## config.mk

```make
export PLATFORM = sky130hd
export DESIGN_NAME = alu_issue_ctrl
export DESIGN_NICKNAME = d
export VERILOG_FILES = /design/src/rtl/alu_issue_ctrl.sv
export SDC_FILE = /design/constraint.sdc
export NUM_CORES = 1
export LEC_CHECK = 0
export BUFFER_PORTS_ARGS = -buffer_cell sky130_fd_sc_hd__buf_2
export CAP_MARGIN = 20
export CORE_MARGIN = 2
export CORE_UTILIZATION = 50
export DETAILED_ROUTE_END_ITERATION = 16
export PLACE_DENSITY = 0.77
export SLEW_MARGIN = 20
export SYNTH_ARGS = -nofsm -noshare
export SYNTH_HDL_FRONTEND = slang
export SYNTH_SLANG_ARGS = --single-unit
```

## constraint.sdc

```tcl
create_clock -name clk -period 4.4 [get_ports clk]
set_input_delay 0.88 -clock clk [delete_from_list [all_inputs] [get_ports clk]]
set_output_delay 0.88 -clock clk [all_outputs]
set_load 0.02 [all_outputs]
```

## src/rtl/alu_issue_ctrl.sv

```systemverilog
// alu_issue_ctrl: FIFO-buffered in-order instruction issue for the ALU pipeline.
// Define ISSUE_SCOREBOARD_EN to enable the per-register busy scoreboard and hazard stalls.
module alu_issue_ctrl #(
    parameter int unsigned DEPTH      = 4,
    parameter int unsigned HAZARD_GAP = 3
) (
    input  logic                     clk,
    input  logic                     rst_n,
    input  logic                     in_valid,
    output logic                     in_ready,
    input  logic [23:0]              in_instr,
    input  logic                     hold,
    output logic [3:0]               rs1,
    output logic [3:0]               rs2,
    output logic [3:0]               rd,
    output logic [3:0]               func,
    output logic [7:0]               addr,
    output logic                     issue_valid,
    output logic [$clog2(DEPTH):0]   fifo_count,
    output logic [15:0]              issue_cnt,
    output logic [15:0]              stall_cnt
);

    localparam int unsigned AW = $clog2(DEPTH);
    localparam int unsigned CW = AW + 1;
    localparam logic [CW-1:0] FULL_CNT = CW'(DEPTH);

    logic [23:0]   mem_q [DEPTH];
    logic [AW-1:0] wr_ptr_q, wr_ptr_d;
    logic [AW-1:0] rd_ptr_q, rd_ptr_d;
    logic [CW-1:0] count_q, count_d;
    logic [3:0]    rs1_q, rs1_d, rs2_q, rs2_d, rd_q, rd_d, func_q, func_d;
    logic [7:0]    addr_q, addr_d;
    logic          issue_valid_q, issue_valid_d;
    logic [15:0]   issue_cnt_q, issue_cnt_d;

    logic [23:0]   head;
    logic          push, pop, empty, hazard;

    assign head     = mem_q[rd_ptr_q];
    assign empty    = (count_q == '0);
    assign in_ready = (count_q < FULL_CNT);
    assign push     = in_valid && in_ready;
    assign pop      = !empty && !hold && !hazard;

`ifdef ISSUE_SCOREBOARD_EN
    localparam logic [2:0] GAP3 = 3'(HAZARD_GAP);

    logic [2:0]  busy_q [16];
    logic [2:0]  busy_d [16];
    logic        use_rs1, use_rs2;
    logic [15:0] stall_cnt_q, stall_cnt_d;

    always_comb begin
        use_rs1 = 1'b0;
        use_rs2 = 1'b0;
        case (head[23:20])
            4'd0, 4'd1, 4'd2, 4'd5, 4'd6, 4'd7,
            4'd12, 4'd13, 4'd14, 4'd15: begin
                use_rs1 = 1'b1;
                use_rs2 = 1'b1;
            end
            4'd3, 4'd8, 4'd10, 4'd11: use_rs1 = 1'b1;
            4'd4, 4'd9:               use_rs2 = 1'b1;
            default: begin
                use_rs1 = 1'b0;
                use_rs2 = 1'b0;
            end
        endcase
    end

    assign hazard = (use_rs1 && (busy_q[head[15:12]] != 3'd0)) ||
                    (use_rs2 && (busy_q[head[11:8]]  != 3'd0));

    // Decrement first, then let a same-cycle issue overwrite its rd entry.
    always_comb begin
        for (int unsigned i = 0; i < 16; i++) begin
            busy_d[i] = (busy_q[i] != 3'd0) ? (busy_q[i] - 3'd1) : 3'd0;
        end
        if (pop) begin
            busy_d[head[19:16]] = GAP3;
        end
        stall_cnt_d = stall_cnt_q;
        if (!empty && !hold && hazard && (stall_cnt_q != 16'hFFFF)) begin
            stall_cnt_d = stall_cnt_q + 16'd1;
        end
    end

    always_ff @(posedge clk or negedge rst_n) begin
        if (!rst_n) begin
            for (int unsigned i = 0; i < 16; i++) begin
                busy_q[i] <= 3'd0;
            end
            stall_cnt_q <= '0;
        end else begin
            for (int unsigned i = 0; i < 16; i++) begin
                busy_q[i] <= busy_d[i];
            end
            stall_cnt_q <= stall_cnt_d;
        end
    end

    assign stall_cnt = stall_cnt_q;
`else
    logic gap_unused;
    assign gap_unused = (HAZARD_GAP != 0);
    assign hazard     = 1'b0;
    assign stall_cnt  = '0;
`endif

    always_comb begin
        wr_ptr_d      = wr_ptr_q;
        rd_ptr_d      = rd_ptr_q;
        count_d       = count_q;
        rs1_d         = rs1_q;
        rs2_d         = rs2_q;
        rd_d          = rd_q;
        func_d        = func_q;
        addr_d        = addr_q;
        issue_cnt_d   = issue_cnt_q;
        issue_valid_d = pop;

        if (push) begin
            wr_ptr_d = wr_ptr_q + AW'(1);
        end
        if (pop) begin
            rd_ptr_d = rd_ptr_q + AW'(1);
            func_d   = head[23:20];
            rd_d     = head[19:16];
            rs1_d    = head[15:12];
            rs2_d    = head[11:8];
            addr_d   = head[7:0];
            if (issue_cnt_q != 16'hFFFF) begin
                issue_cnt_d = issue_cnt_q + 16'd1;
            end
        end
        case ({push, pop})
            2'b10:   count_d = count_q + CW'(1);
            2'b01:   count_d = count_q - CW'(1);
            default: count_d = count_q;
        endcase
    end

    always_ff @(posedge clk or negedge rst_n) begin
        if (!rst_n) begin
            wr_ptr_q      <= '0;
            rd_ptr_q      <= '0;
            count_q       <= '0;
            rs1_q         <= '0;
            rs2_q         <= '0;
            rd_q          <= '0;
            func_q        <= '0;
            addr_q        <= '0;
            issue_valid_q <= 1'b0;
            issue_cnt_q   <= '0;
        end else begin
            wr_ptr_q      <= wr_ptr_d;
            rd_ptr_q      <= rd_ptr_d;
            count_q       <= count_d;
            rs1_q         <= rs1_d;
            rs2_q         <= rs2_d;
            rd_q          <= rd_d;
            func_q        <= func_d;
            addr_q        <= addr_d;
            issue_valid_q <= issue_valid_d;
            issue_cnt_q   <= issue_cnt_d;
        end
    end

    // Storage needs no reset: occupancy is tracked by the pointers and count.
    always_ff @(posedge clk) begin
        if (push) begin
            mem_q[wr_ptr_q] <= in_instr;
        end
    end

    assign rs1         = rs1_q;
    assign rs2         = rs2_q;
    assign rd          = rd_q;
    assign func        = func_q;
    assign addr        = addr_q;
    assign issue_valid = issue_valid_q;
    assign fifo_count  = count_q;
    assign issue_cnt   = issue_cnt_q;

endmodule

```

==> reports/metrics.cfg <==
[status]
status=finished clean

[finish]
fill_cells=839
n_antenna_cell=0
ff_latch_area_sq_um=4090
post-route-util_pct=59.9
multi_input_area_sq_um=1540
layout.nets=473
area_growth_pct=17.5
stdcell_count=594
final_cell_area_sq_um=6780
drive_above_1_share_pct=33.5

[cts]
clock_latency_ns=0.42
cts_setup_buffers=0
cts_made_buffers=17
clk_pin_slew_ns=0.06
ctsRootBufferMaster=clkbuf_16
cts_sinks=144
cts_hold_buf=0
cts_tree=done
h-tree-depth=4
cts_max_path_buffers=2
post_cts_resized=0

[floorplanning]
die_y_um=111
ios=89
rows=39
fp.dieW_um=111
core_area_sq_um=11300
start_util_pct=51.0
die_area_sq_um=12400

[sta]
max_slew.worst_pin.slew_ns=0.854
setup_ws_ns=1.79
drv_slew=0
finalCritPeriodShare_pct=59.3
hold_viol_final=0
tns_ns=0
rsz0062_at_grt=false
maxSlewHeadroom_pct=43.1
clock.fmax_mhz=384
finalSetupViolations=0
fin_crit_ns=2.61
hold_slack_ns=0.448
clock_skew_ns=0.0123

[synthesis]
ys_warn_count=0
ys_types=42
syn_area_sq_um=5770
synth_edf_count=96
synth_cells=359
ys_ff_latch=144
ys_seq_area_share_pct=70.8
syn_avg_cell_area_sq_um=16.1
async_reset_ff_share_pct=33.3
dominantRegCellSynth=edfxtp_1

[placement]
routabilityCongestion=0.792
portBuffers=72
dp_cells=562
dp_slack_ns=1.32
placed_area_sq_um=6200
dpl.hpwl_mm=6.50

[drt]
viasPerCell=5.29
dr.pass1.iters=4
drt_iter0_markers=195
ant_nets=0
drt-total-wl_mm=10.3
vias=3144
wl_per_cell_um=17.4
post-route-drc-count=0

[worst_setup_path]
critPathCaptureType=flip-flop
crit_start=hold
required_ns=4.74
critPathKind=input port to flip-flop
worst-r2r-cell-count=7
worstPathArrival_ns=2.95
worstSetupStartpointType=input port
path_max_fanout=30
timing.rr.start=fifo_count[0]

[global_routing]
antenna_found_initial=0
grt_pass1_vias=3210
grt_max_degree=31
grt-ovfl-total=0
grt_pass1_wl_mm=16.8
grtUsageTotal_pct=17.8

[flow_run]
maxCapViolations=0

[hold_path]
hp-class=input port to async pin

[pwr]
p_leak_nw=2.75
p_per_area_nw_per_um2=674
p_total_mw=4.57
vdd_drop_max_mv=0.598

placed cells by master (no fill, tap or decap), types with 2 or more instances in the layout:
| cell type | instances |
|---|---|
| ha_1 | 6 |
| nor3_2 | 3 |
| nand2b_1 | 2 |
| and4_1 | 2 |
| nor3_1 | 2 |
| mux2_2 | 4 |
| nand4_1 | 5 |
| a21oi_1 | 5 |
| and2_2 | 4 |
| inv_6 | 7 |
| edfxtp_1 | 96 |
| clkbuf_16 | 17 |
| nand2_1 | 77 |
| buf_2 | 72 |
| inv_8 | 2 |
| conb_1 | 16 |
| dfrtp_2 | 2 |
| xor2_1 | 5 |
| dfrtp_1 | 46 |
| nor2_1 | 2 |
| and3_1 | 2 |
| xnor2_1 | 8 |
| o21ai_0 | 4 |
| a31oi_1 | 2 |
| inv_1 | 7 |
| mux4_2 | 24 |
| clkinv_4 | 2 |
| nand3_1 | 6 |
synth_stat cells (2+ instances only):
cell	instances	share of area, %
xnor2_1	8	1.2
dfrtp_1	48	21
buf_2	6	0.52
and2_1	4	0.43
mux2_2	4	0.78
and3_1	2	0.22
buf_4	17	2.2
nand2b_1	2	0.22
ha_1	6	1.3
nor2_1	2	0.13
mux4_2	24	9.4
clkbuf_1	4	0.26
inv_1	7	0.46
xor2_1	5	0.76
nor3_1	2	0.17
nand4_1	5	0.54
edfxtp_1	96	50
nand3_1	6	0.52
o21ai_0	4	0.35
and4_1	2	0.30
nand2_1	77	5.0
a21oi_1	5	0.43
nor3_2	3	0.52
a31oi_1	2	0.22
worst max-delay path: stages:
cell and delay (ns):
buf_2 0.13, or2_4 0.40, inv_2 0.44, ha_1 0.27, inv_1 0.06, fa_1 0.37, xor2_1 0.15, nor2_1 0.12
xnor2_1 0.13
cells by family after synthesis:
logic type | synth area share [%]
AOI/OAI and AO/OA | 1.43
xor gates and xnor gates | 1.97
adders and majority gates | 1.65
buffers and inverters | 3.58
DFF | 70.8
muxes | 10.6
other | 0.0650
and+or+nand+nor | 9.93
area by class of cell:
| cell class | instances | share of cell area (%) |
|---|---|---|
| clock buffer | 18 | 6.33 |
| clock inverter | 14 | 2.12 |
| inverter | 8 | 0.443 |
| multi-input combinational | 194 | 22.7 |
| sequential | 144 | 60.3 |
| tap | 143 | 2.64 |
| timing repair buffer | 73 | 5.43 |
report_power, final:
part | internal (mW) | switching [mW] | leakage (nW)
combinational | 0.501 | 0.642 | 1.00
clock | 0.798 | 0.586 | 0.281
sequential | 1.76 | 0.278 | 1.47
total | 3.06 | 1.51 | 2.75
flip-flops by register name (all words and copies together) (netlist names):
register,flops
func,4
issue_valid,1
mem_q,96
rd_ptr_q,2
issue_cnt,16
fifo_count,3
rd,4
rs2,4
rs1,4
addr,8
wr_ptr_q,2
layer usage:
metal	vias to the layer above	wire, um	track usage, %
met5	-	0	0
met4	0	210	7.24
met3	21	676	4.95
met1	1557	4450	23.6
li1	1441	-	-
met2	125	4990	28.4
worst paths after layout:
check | to | slack, ns
hold reg to reg | rs2[0] | 0.48
min in group clk | rs2[0] | 0.48
max in group asynchronous | rd_ptr_q[1] | 3.18
hold / removal | issue_cnt[6] | 0.45
setup reg to reg | fifo_count[1] | 1.80
setup / recovery | fifo_count[2] | 1.79
No activity file was read; power rests on OpenSTA's default activity.
